**config.mk**
```make
export PLATFORM = sky130hd
export DESIGN_NAME = radix3_bf_pipe
export DESIGN_NICKNAME = d
export VERILOG_FILES = /design/src/rtl/radix3_bf_pipe.sv
export SDC_FILE = /design/constraint.sdc
export NUM_CORES = 1
export LEC_CHECK = 0
export ABC_AREA = 1
export CORE_MARGIN = 5
export CORE_UTILIZATION = 63
export CTS_BUF_LIST = sky130_fd_sc_hd__clkbuf_2 sky130_fd_sc_hd__clkbuf_4 sky130_fd_sc_hd__clkbuf_8
export DETAILED_ROUTE_END_ITERATION = 6
export HOLD_SLACK_MARGIN = 0.15
export PLACE_DENSITY = 0.84
export SYNTH_ARGS = -nofsm -noshare
export SYNTH_HDL_FRONTEND = slang
export SYNTH_SLANG_ARGS = --single-unit
```
**constraint.sdc**
```tcl
create_clock -name clk -period 6.19 [get_ports clk]
set_input_delay 1.5475 -clock clk [delete_from_list [all_inputs] [get_ports clk]]
set_output_delay 1.5475 -clock clk [all_outputs]
set_load 0.005 [all_outputs]
```
**src/rtl/radix3_bf_pipe.sv**
```systemverilog
// Three-stage pipelined radix-3 DFT butterfly with a 0..8 output triplet label.
// Define RADIX3_BF_ROUND_EN to round half up in the final divide-by-4 (default: floor).
module radix3_bf_pipe (
  input  logic        clk,
  input  logic        rst,
  input  logic        din_valid,
  input  logic [31:0] a,
  input  logic [31:0] b,
  input  logic [31:0] c,
  output logic        dout_valid,
  output logic [31:0] X0,
  output logic [31:0] X1,
  output logic [31:0] X2,
  output logic [3:0]  dout_idx,
  output logic        dout_last
);

  // sqrt(3)/2 in Q1.15
  localparam logic signed [15:0] K_SIN = 16'sd28378;
`ifdef RADIX3_BF_ROUND_EN
  localparam logic [18:0] RND = 19'd2;
`else
  localparam logic [18:0] RND = 19'd0;
`endif

  logic        v1, v2;
  logic [15:0] a1_r, a1_i;
  logic [16:0] s1_r, s1_i, d1_r, d1_i;
  logic [17:0] sum_r, sum_i, t_r, t_i, m_r, m_i;
  logic [3:0]  cnt;

  logic signed [32:0] prod_r, prod_i;
  logic [18:0] x0_r, x0_i, x1_r, x1_i, x2_r, x2_i;
  logic        unused_bits;

  // NOTE: datapath registers carry no reset; only the valid/label state and the
  // visible outputs are cleared, and data only loads behind its stage valid.
  always_ff @(posedge clk) begin
    if (din_valid) begin
      a1_r <= a[31:16];
      a1_i <= a[15:0];
      s1_r <= {b[31], b[31:16]} + {c[31], c[31:16]};
      s1_i <= {b[15], b[15:0]}  + {c[15], c[15:0]};
      d1_r <= {b[31], b[31:16]} - {c[31], c[31:16]};
      d1_i <= {b[15], b[15:0]}  - {c[15], c[15:0]};
    end
  end

  assign prod_r = $signed(d1_r) * K_SIN;
  assign prod_i = $signed(d1_i) * K_SIN;

  always_ff @(posedge clk) begin
    if (v1) begin
      sum_r <= {{2{a1_r[15]}}, a1_r} + {s1_r[16], s1_r};
      sum_i <= {{2{a1_i[15]}}, a1_i} + {s1_i[16], s1_i};
      t_r   <= {{2{a1_r[15]}}, a1_r} - {{2{s1_r[16]}}, s1_r[16:1]};
      t_i   <= {{2{a1_i[15]}}, a1_i} - {{2{s1_i[16]}}, s1_i[16:1]};
      // >>>15 of the product is just its upper slice; floor comes for free
      m_r   <= prod_r[32:15];
      m_i   <= prod_i[32:15];
    end
  end

  // One extra bit so t +/- m (up to ~122k in magnitude) cannot wrap
  assign x0_r = {sum_r[17], sum_r} + RND;
  assign x0_i = {sum_i[17], sum_i} + RND;
  assign x1_r = {t_r[17], t_r} + {m_i[17], m_i} + RND;
  assign x1_i = {t_i[17], t_i} - {m_r[17], m_r} + RND;
  assign x2_r = {t_r[17], t_r} - {m_i[17], m_i} + RND;
  assign x2_i = {t_i[17], t_i} + {m_r[17], m_r} + RND;

  assign unused_bits = ^{prod_r[14:0], prod_i[14:0],
                         x0_r[18], x0_r[1:0], x0_i[18], x0_i[1:0],
                         x1_r[18], x1_r[1:0], x1_i[18], x1_i[1:0],
                         x2_r[18], x2_r[1:0], x2_i[18], x2_i[1:0]};

  always_ff @(posedge clk) begin
    if (rst) begin
      v1         <= 1'b0;
      v2         <= 1'b0;
      dout_valid <= 1'b0;
      dout_last  <= 1'b0;
      dout_idx   <= 4'd0;
      cnt        <= 4'd0;
      X0         <= '0;
      X1         <= '0;
      X2         <= '0;
    end else begin
      v1         <= din_valid;
      v2         <= v1;
      dout_valid <= v2;
      dout_last  <= v2 && (cnt == 4'd8);
      if (v2) begin
        // divide by 4 and truncate to 16 bits in one slice
        X0       <= {x0_r[17:2], x0_i[17:2]};
        X1       <= {x1_r[17:2], x1_i[17:2]};
        X2       <= {x2_r[17:2], x2_i[17:2]};
        dout_idx <= cnt;
        cnt      <= (cnt == 4'd8) ? 4'd0 : cnt + 4'd1;
      end
    end
  end

endmodule
```
==> results.env, run 1 <==
GRT.OVERFLOW.TOTAL=0
HOLD-WORST-SLACK_NS=0.455
SYNTH_NETS=4722
DETAILEDROUTE.FIRSTITERATIONVIOLATIONS=2147
DETAIL_ROUTE.VIAS_PER_CELL=5.51
FMAXACHIEVABLE_MHz=187
STATUS='finished clean'
HOLD_START='sum_i[13]'
SETUP_VIOLATIONS=0
ANTENNA_FOUND_INITIAL=3
SYNTHESIS.AREA_UM2=31800
SYNTH_CELL_TYPE_COUNT=44
FINAL_MIN_PERIOD_OVER_CLOCK_PERIOD=0.862
FINAL_CRITICAL_PATH_SETUP_SLACK_NS=0.855
ANTENNA_LEFT=0
NUMCTSBUFFERS=53
CTS_HTREE_LEVELS=2
HOLD_PATH_CLASS='reg -> reg'
SYNTH_EDF_COUNT=200
TIMING.CRITICAL_PATH.REQUIRED_NS=6.59
CLOCK_SKEW_NS=0.0393
HOLD_VIOL=0
WORST_R2R_STARTPOINT='d1_r[16]'
DRT_PASS1_ITERATIONS=6
DETAILED_ROUTE_WL_UM=84800
STARTING_DENSITY_OF_THE_CORE=0.636
GP_CONGESTION=0.977
DIEHEIGHT_UM=235
CTS_HOLD_BUFFERS=0
PERIOD_NEEDED_NS=5.34
N_FILL_CELL=4058
DESIGN.DIE.AREA_UM2=55100
SEQ_AREA_FRAC_SYNTH=0.257
DIE_WIDTH_UM=235
DRCVIOLATIONCOUNT=0
CTS_SINKS=308
DESIGN.PORTCOUNT=201
POST-CTS-SETUP-BUFFERS=0
SYNTHCELLS=3965
CRITICAL_PATH.MAX_FANOUT=9
GRT_PASS1_WL_UM=138000
TIMING.REG2REG.WORST_PATH_DEPTH=15
STARTPOINT_TYPE='flop'
TIMING.REG2REG.SETUP_SLACK_NS=0.85
REG2REG_TO='m_r[12]'
INSERTION_DELAY_NS=0.65
PLACE_HPWL_UM=69800
DRV.MAX_CAP_VIOLATION_COUNT=0
PLACEABLECOREAREA_UM2=50100
POST-PLACE-WS_NS=0.895
POST_CTS_RESIZE_COUNT=0
SLEW_LIMIT_HEADROOM=0.309
CTS_ROOT_BUFFER='sky130_fd_sc_hd__clkbuf_8'
TIMING.HOLD.WORST_ENDPOINT='X0[11]'
WIRE_PER_INST_UM=17.4
CTS_TREE='built'
MIN_DELAY_PATH_DEPTH=2
CRITPATHKIND='reg -> reg'
GRT_PASS1_VIAS=26600
YOSYS.AREA_SHARE.SIMPLE=0.181
COMMONEST_CELLS_AFTER_ROUTING_FILL_AND_TAPS_ASIDE='750 x sky130_fd_sc_hd__inv_1, 723 x sky130_fd_sc_hd__nand2_1, 427 x sky130_fd_sc_hd__nor2_1'
YS_SEQ_ELEMENTS=308
CLOCK_TRANSITION_AT_PATH_REGS_NS=0.08
YS.WARNINGS.COUNT=0
WORST_SETUP_PATH_END_KIND='flop'
MOST_COMMON_CELL_AFTER_LAYOUT_FILL_AND_TAPS_ASIDE='sky130_fd_sc_hd__inv_1'
WORST_ENDPOINT_DATA_ARRIVAL_TIME_NS=5.73
VIAS=26800
ROWS=82
DRIVE_ABOVE_1_SHARE=0.0289
POST_SYNTHESIS_AVERAGE_CELL_AREA_UM2=8.03
SEQ_AREA_UM2=8180
IO_BUFFER_COUNT=200
GR-USAGE-ALL-LAYERS=0.304
YOSYS.AREA_SHARE.ADDER=0.317
LARGEST_FAMILY_OF_LOGIC_CELLS_BY_SYNTHESIZED_AREA='adder cells'
SYNTH_FF_TYPE='sky130_fd_sc_hd__edfxtp_1'
WORST_PIN_SLEW_NS=1.04
SETUP_REPAIR_AFTER_GLOBAL_ROUTING_MISSED_ITS_MARGIN='false'
FRACTION_OF_THE_MAPPED_NETLIST_AREA_IN_COMPOUND_GATES=0.102
NETS=4908
CLK_PATH_BUF_DEPTH=3
SYNTH.AREA.MUX_SHARE=0
AREAGROWTHSYNTHTOFINISH_PCT=12.0
POST_SYNTH_XOR_XNOR_AREA=0.0438
YS_ASYNC_SR_FRACTION=0
GRT_MAX_DEGREE=82
TOTALNEGATIVESETUPSLACK_NS=0
MULTIINPUTGATEAREA_UM2=20500
MAXSLEWVIOLCOUNT=0
[Yosys cell counts (all sizes together), types with 11 or more instances]
library cell | instances | area, um^2
a21o | 32 | 240
a21oi | 248 | 1240
a31oi | 12 | 75.1
buf | 37 | 194
clkbuf | 41 | 156
dfxtp | 108 | 2160
edfxtp | 200 | 6010
fa | 248 | 4960
ha | 410 | 5130
inv | 753 | 2830
nand2 | 725 | 2730
nand3 | 199 | 996
nand4 | 12 | 75.1
nor2 | 427 | 1600
nor3 | 44 | 220
o211ai | 11 | 82.6
o21ai | 205 | 1040
o21bai | 42 | 330
xnor2 | 36 | 315
xor2 | 123 | 1080
[stage by stage]
stage               instance area (um^2)  cells  utilization
floorplan                          31800   3965            -
global placement                   34400   4768        0.687
detailed placement                 34400   4768        0.687
CTS                                35600   4863        0.712
global route                       35600   4865        0.712
finish                             35600   4865        0.712
[critical path, stage by stage, from the launching register on]
cell and delay (ns):
sky130_fd_sc_hd__edfxtp_1 0.56, sky130_fd_sc_hd__ha_1 0.40, sky130_fd_sc_hd__inv_1 0.19, sky130_fd_sc_hd__fa_1 0.47, sky130_fd_sc_hd__fa_1 0.50, sky130_fd_sc_hd__fa_1 0.56, sky130_fd_sc_hd__fa_1 0.44, sky130_fd_sc_hd__fa_1 0.47
sky130_fd_sc_hd__ha_1 0.41, sky130_fd_sc_hd__nand2_1 0.11, sky130_fd_sc_hd__nor2_1 0.10, sky130_fd_sc_hd__inv_1 0.12, sky130_fd_sc_hd__nor3_1 0.38, sky130_fd_sc_hd__nand3_1 0.17, sky130_fd_sc_hd__nand4_1 0.11, sky130_fd_sc_hd__nand2_1 0.09
[final cells by class]
class,instances,share of cell area
Multi-Input combinational cell,2824,0.575
Antenna cell,2,0.000140
Sequential cell,308,0.229
Clock buffer,79,0.0270
Clock inverter,16,0.00780
Tap cell,672,0.0236
Timing Repair Buffer,209,0.0579
Inverter,755,0.0795
[cell families after synthesis]
| group | Yosys count |
|---|---|
| compound gates | 579 |
| xor+xnor | 159 |
| fa+ha+maj | 658 |
| buf+inv | 833 |
| flops | 308 |
| simple gates | 1428 |
[worst max-delay path by stage]
stage	from	endpoint	slack, ns
global placement	d1_r[16]	m_r[12]	0.93
finish	d1_r[16]	m_r[12]	0.85
CTS	d1_r[16]	m_r[12]	0.87
floorplan	d1_i[16]	m_i[17]	0.93
detailed placement	d1_r[16]	m_r[12]	0.89
global route	d1_r[16]	m_r[12]	0.56
[registers in the layout (all words and copies together), names as in the netlist, 4 cells and up]
signal	flops
s1_r	17
a1_r	16
sum_r	16
d1_r	16
m_r	18
s1_i	17
m_i	18
X2	32
a1_i	16
dout_idx	4
cnt	4
t_i	17
d1_i	16
X0	32
X1	32
t_r	17
sum_i	16
[per-layer routing]
metal	part of all wire	routed length (um)	track usage
met3	0.072	6130	0.0455
met2	0.45	38600	0.495
met5	0.00015	13	0
met4	0.025	2110	0.0757
met1	0.45	38000	0.434
Power of run 1 is not shown: default switching activity piles up to over one toggle a cycle in this logic, so the estimate is an artifact.
==> run 2: changes to the inputs <==
--- a/config.mk
+++ b/config.mk
@@ -9,9 +9,11 @@
 export CORE_MARGIN = 5
 export CORE_UTILIZATION = 63
 export CTS_BUF_LIST = sky130_fd_sc_hd__clkbuf_2 sky130_fd_sc_hd__clkbuf_4 sky130_fd_sc_hd__clkbuf_8
+export CTS_CLUSTER_DIAMETER = 100
 export DETAILED_ROUTE_END_ITERATION = 6
 export HOLD_SLACK_MARGIN = 0.15
 export PLACE_DENSITY = 0.84
+export RECOVER_POWER = 50
 export SYNTH_ARGS = -nofsm -noshare
 export SYNTH_HDL_FRONTEND = slang
 export SYNTH_SLANG_ARGS = --single-unit
==> run 2 against run 1 <==
Effect of this change:
- the flow now finishes with violations (capacitance limit, slew limit)
- worst setup slack worse by 0.013 ns
- sequential share of layout area barely moved
- first-iteration DRC count is 2.2% lower
- register-to-register slack about the same
- critical endpoint unchanged
==> results.env, run 2 (synthesis results as in run 1) <==
STARTPOINT_TYPE='flop'  # unchanged
STATUS='finished, violations left'  # was finished clean
POST_CTS_RESIZE_COUNT=0  # unchanged
PLACE_HPWL_UM=69800  # unchanged
GRT_PASS1_VIAS=26600  # unchanged
IO_BUFFER_COUNT=200  # unchanged
HOLD_VIOL=0  # unchanged
FINAL_MIN_PERIOD_OVER_CLOCK_PERIOD=0.864  # was 0.862
PLACEABLECOREAREA_UM2=50100  # unchanged
DRV.MAX_CAP_VIOLATION_COUNT=3  # was 0
GRT.OVERFLOW.TOTAL=0  # unchanged
WIRE_PER_INST_UM=17.4  # about the same
CLK_PATH_BUF_DEPTH=3  # unchanged
POST-CTS-SETUP-BUFFERS=0  # unchanged
SETUP_VIOLATIONS=0  # unchanged
CTS_SINKS=308  # unchanged
CLOCK_SKEW_NS=0.0391  # was 0.0393 ns
DRCVIOLATIONCOUNT=0  # unchanged
TIMING.REG2REG.WORST_PATH_DEPTH=15  # unchanged
ROWS=82  # unchanged
CTS_HTREE_LEVELS=2  # unchanged
COMMONEST_CELLS_AFTER_ROUTING_FILL_AND_TAPS_ASIDE='750 x sky130_fd_sc_hd__inv_1, 723 x sky130_fd_sc_hd__nand2_1, 427 x sky130_fd_sc_hd__nor2_1'  # unchanged
CRITPATHKIND='reg -> reg'  # unchanged
INSERTION_DELAY_NS=0.65  # about the same
NETS=4908  # unchanged
CTS_ROOT_BUFFER='sky130_fd_sc_hd__clkbuf_8'  # unchanged
GRT_MAX_DEGREE=82  # unchanged
VIOLATIONS='capacitance limit, slew limit'
DESIGN.PORTCOUNT=201  # unchanged
MAXSLEWVIOLCOUNT=182  # was 0
CTS_TREE='built'  # unchanged
DETAIL_ROUTE.VIAS_PER_CELL=5.52  # was 5.51
ANTENNA_FOUND_INITIAL=3  # unchanged
STARTING_DENSITY_OF_THE_CORE=0.636  # unchanged
ANTENNA_LEFT=0  # unchanged
DIEHEIGHT_UM=235  # unchanged
HOLD_PATH_CLASS='reg -> reg'  # unchanged
AREAGROWTHSYNTHTOFINISH_PCT=11.9  # was 12.0%
PERIOD_NEEDED_NS=5.35  # was 5.34 ns
MOST_COMMON_CELL_AFTER_LAYOUT_FILL_AND_TAPS_ASIDE='sky130_fd_sc_hd__inv_1'  # unchanged
DETAILEDROUTE.FIRSTITERATIONVIOLATIONS=2100  # was 2147
NUMCTSBUFFERS=53  # unchanged
SLEW_LIMIT_HEADROOM=-1.97  # was 0.309
MIN_DELAY_PATH_DEPTH=2  # unchanged
DIE_WIDTH_UM=235  # unchanged
GR-USAGE-ALL-LAYERS=0.304  # unchanged
TOTALNEGATIVESETUPSLACK_NS=0  # unchanged
TIMING.CRITICAL_PATH.REQUIRED_NS=6.59  # about the same
SETUP_REPAIR_AFTER_GLOBAL_ROUTING_MISSED_ITS_MARGIN='false'  # unchanged
GRT_PASS1_WL_UM=138000  # unchanged
LARGEST_REGISTERS='X0 x32, X1 x32, X2 x32'  # unchanged
GP_CONGESTION=0.977  # unchanged
CTS_HOLD_BUFFERS=0  # unchanged
WORST_ENDPOINT_DATA_ARRIVAL_TIME_NS=5.75  # was 5.73 ns
CLOCK_TRANSITION_AT_PATH_REGS_NS=0.08  # about the same
N_FILL_CELL=4060  # was 4058
CRITICAL_PATH.MAX_FANOUT=9  # unchanged
VIAS=26900  # was 26800
DETAILED_ROUTE_WL_UM=84800  # about the same
WORST_PIN_SLEW_NS=4.46  # was 1.04 ns
DRIVE_ABOVE_1_SHARE=0.0274  # was 0.0289
DRT_PASS1_ITERATIONS=6  # unchanged
FMAXACHIEVABLE_MHz=187  # about the same
DESIGN.DIE.AREA_UM2=55100  # unchanged
WORST_SETUP_PATH_END_KIND='flop'  # unchanged
run 2: area by class of cell:
cell class	count	area, um^2	share of cell area
Sequential cell	308	8170	0.229
Clock inverter	16	278	0.00780
Inverter	755	2830	0.0796
Tap cell	672	841	0.0236
Timing Repair Buffer	209	2050	0.0577
Multi-Input combinational cell	2824	20500	0.575
Antenna cell	2	5.00	0.000141
Clock buffer	79	962	0.0270
run 2: critical path, stage by stage (launching register included):
cell and delay [ns]:
sky130_fd_sc_hd__edfxtp_1 0.56, sky130_fd_sc_hd__ha_1 0.40, sky130_fd_sc_hd__inv_1 0.19, sky130_fd_sc_hd__fa_1 0.47, sky130_fd_sc_hd__fa_1 0.50, sky130_fd_sc_hd__fa_1 0.56, sky130_fd_sc_hd__fa_1 0.44, sky130_fd_sc_hd__fa_1 0.47
sky130_fd_sc_hd__ha_1 0.41, sky130_fd_sc_hd__nand2_1 0.11, sky130_fd_sc_hd__nor2_1 0.10, sky130_fd_sc_hd__inv_1 0.12, sky130_fd_sc_hd__nor3_1 0.39, sky130_fd_sc_hd__nand3_1 0.17, sky130_fd_sc_hd__nand4_1 0.11, sky130_fd_sc_hd__nand2_1 0.09
run 2: worst paths after layout:
path,from,end,slack [ns]
max,d1_r[16],m_r[12],0.84
min,sum_i[13],X0[11],0.45
max reg2reg,d1_r[16],m_r[12],0.84
min reg2reg,sum_i[13],X0[11],0.45
run 2: metrics by stage:
step	setup slack (ns)	hold WS (ns)	util	instance area, um^2	cells
5_1_grt	0.563	0.502	0.711	35600	4865
2_1_floorplan	0.931	0.447	-	31800	3965
4_1_cts	0.873	0.459	0.712	35600	4863
6_report	0.842	0.454	0.711	35600	4865
3_5_place_dp	0.895	0.459	0.687	34400	4768
3_3_place_gp	0.934	0.453	0.687	34400	4768
run 2: layer usage:
metal / track usage / part of all wire / vias up
li1: - / - / 13000
met1: 0.434 / 0.45 / 12700
met2: 0.495 / 0.46 / 1031
met3: 0.0455 / 0.072 / 142
met4: 0.0757 / 0.025 / 2
met5: 0 / 0.00015 / -
Power of run 2 is left out for the same reason.
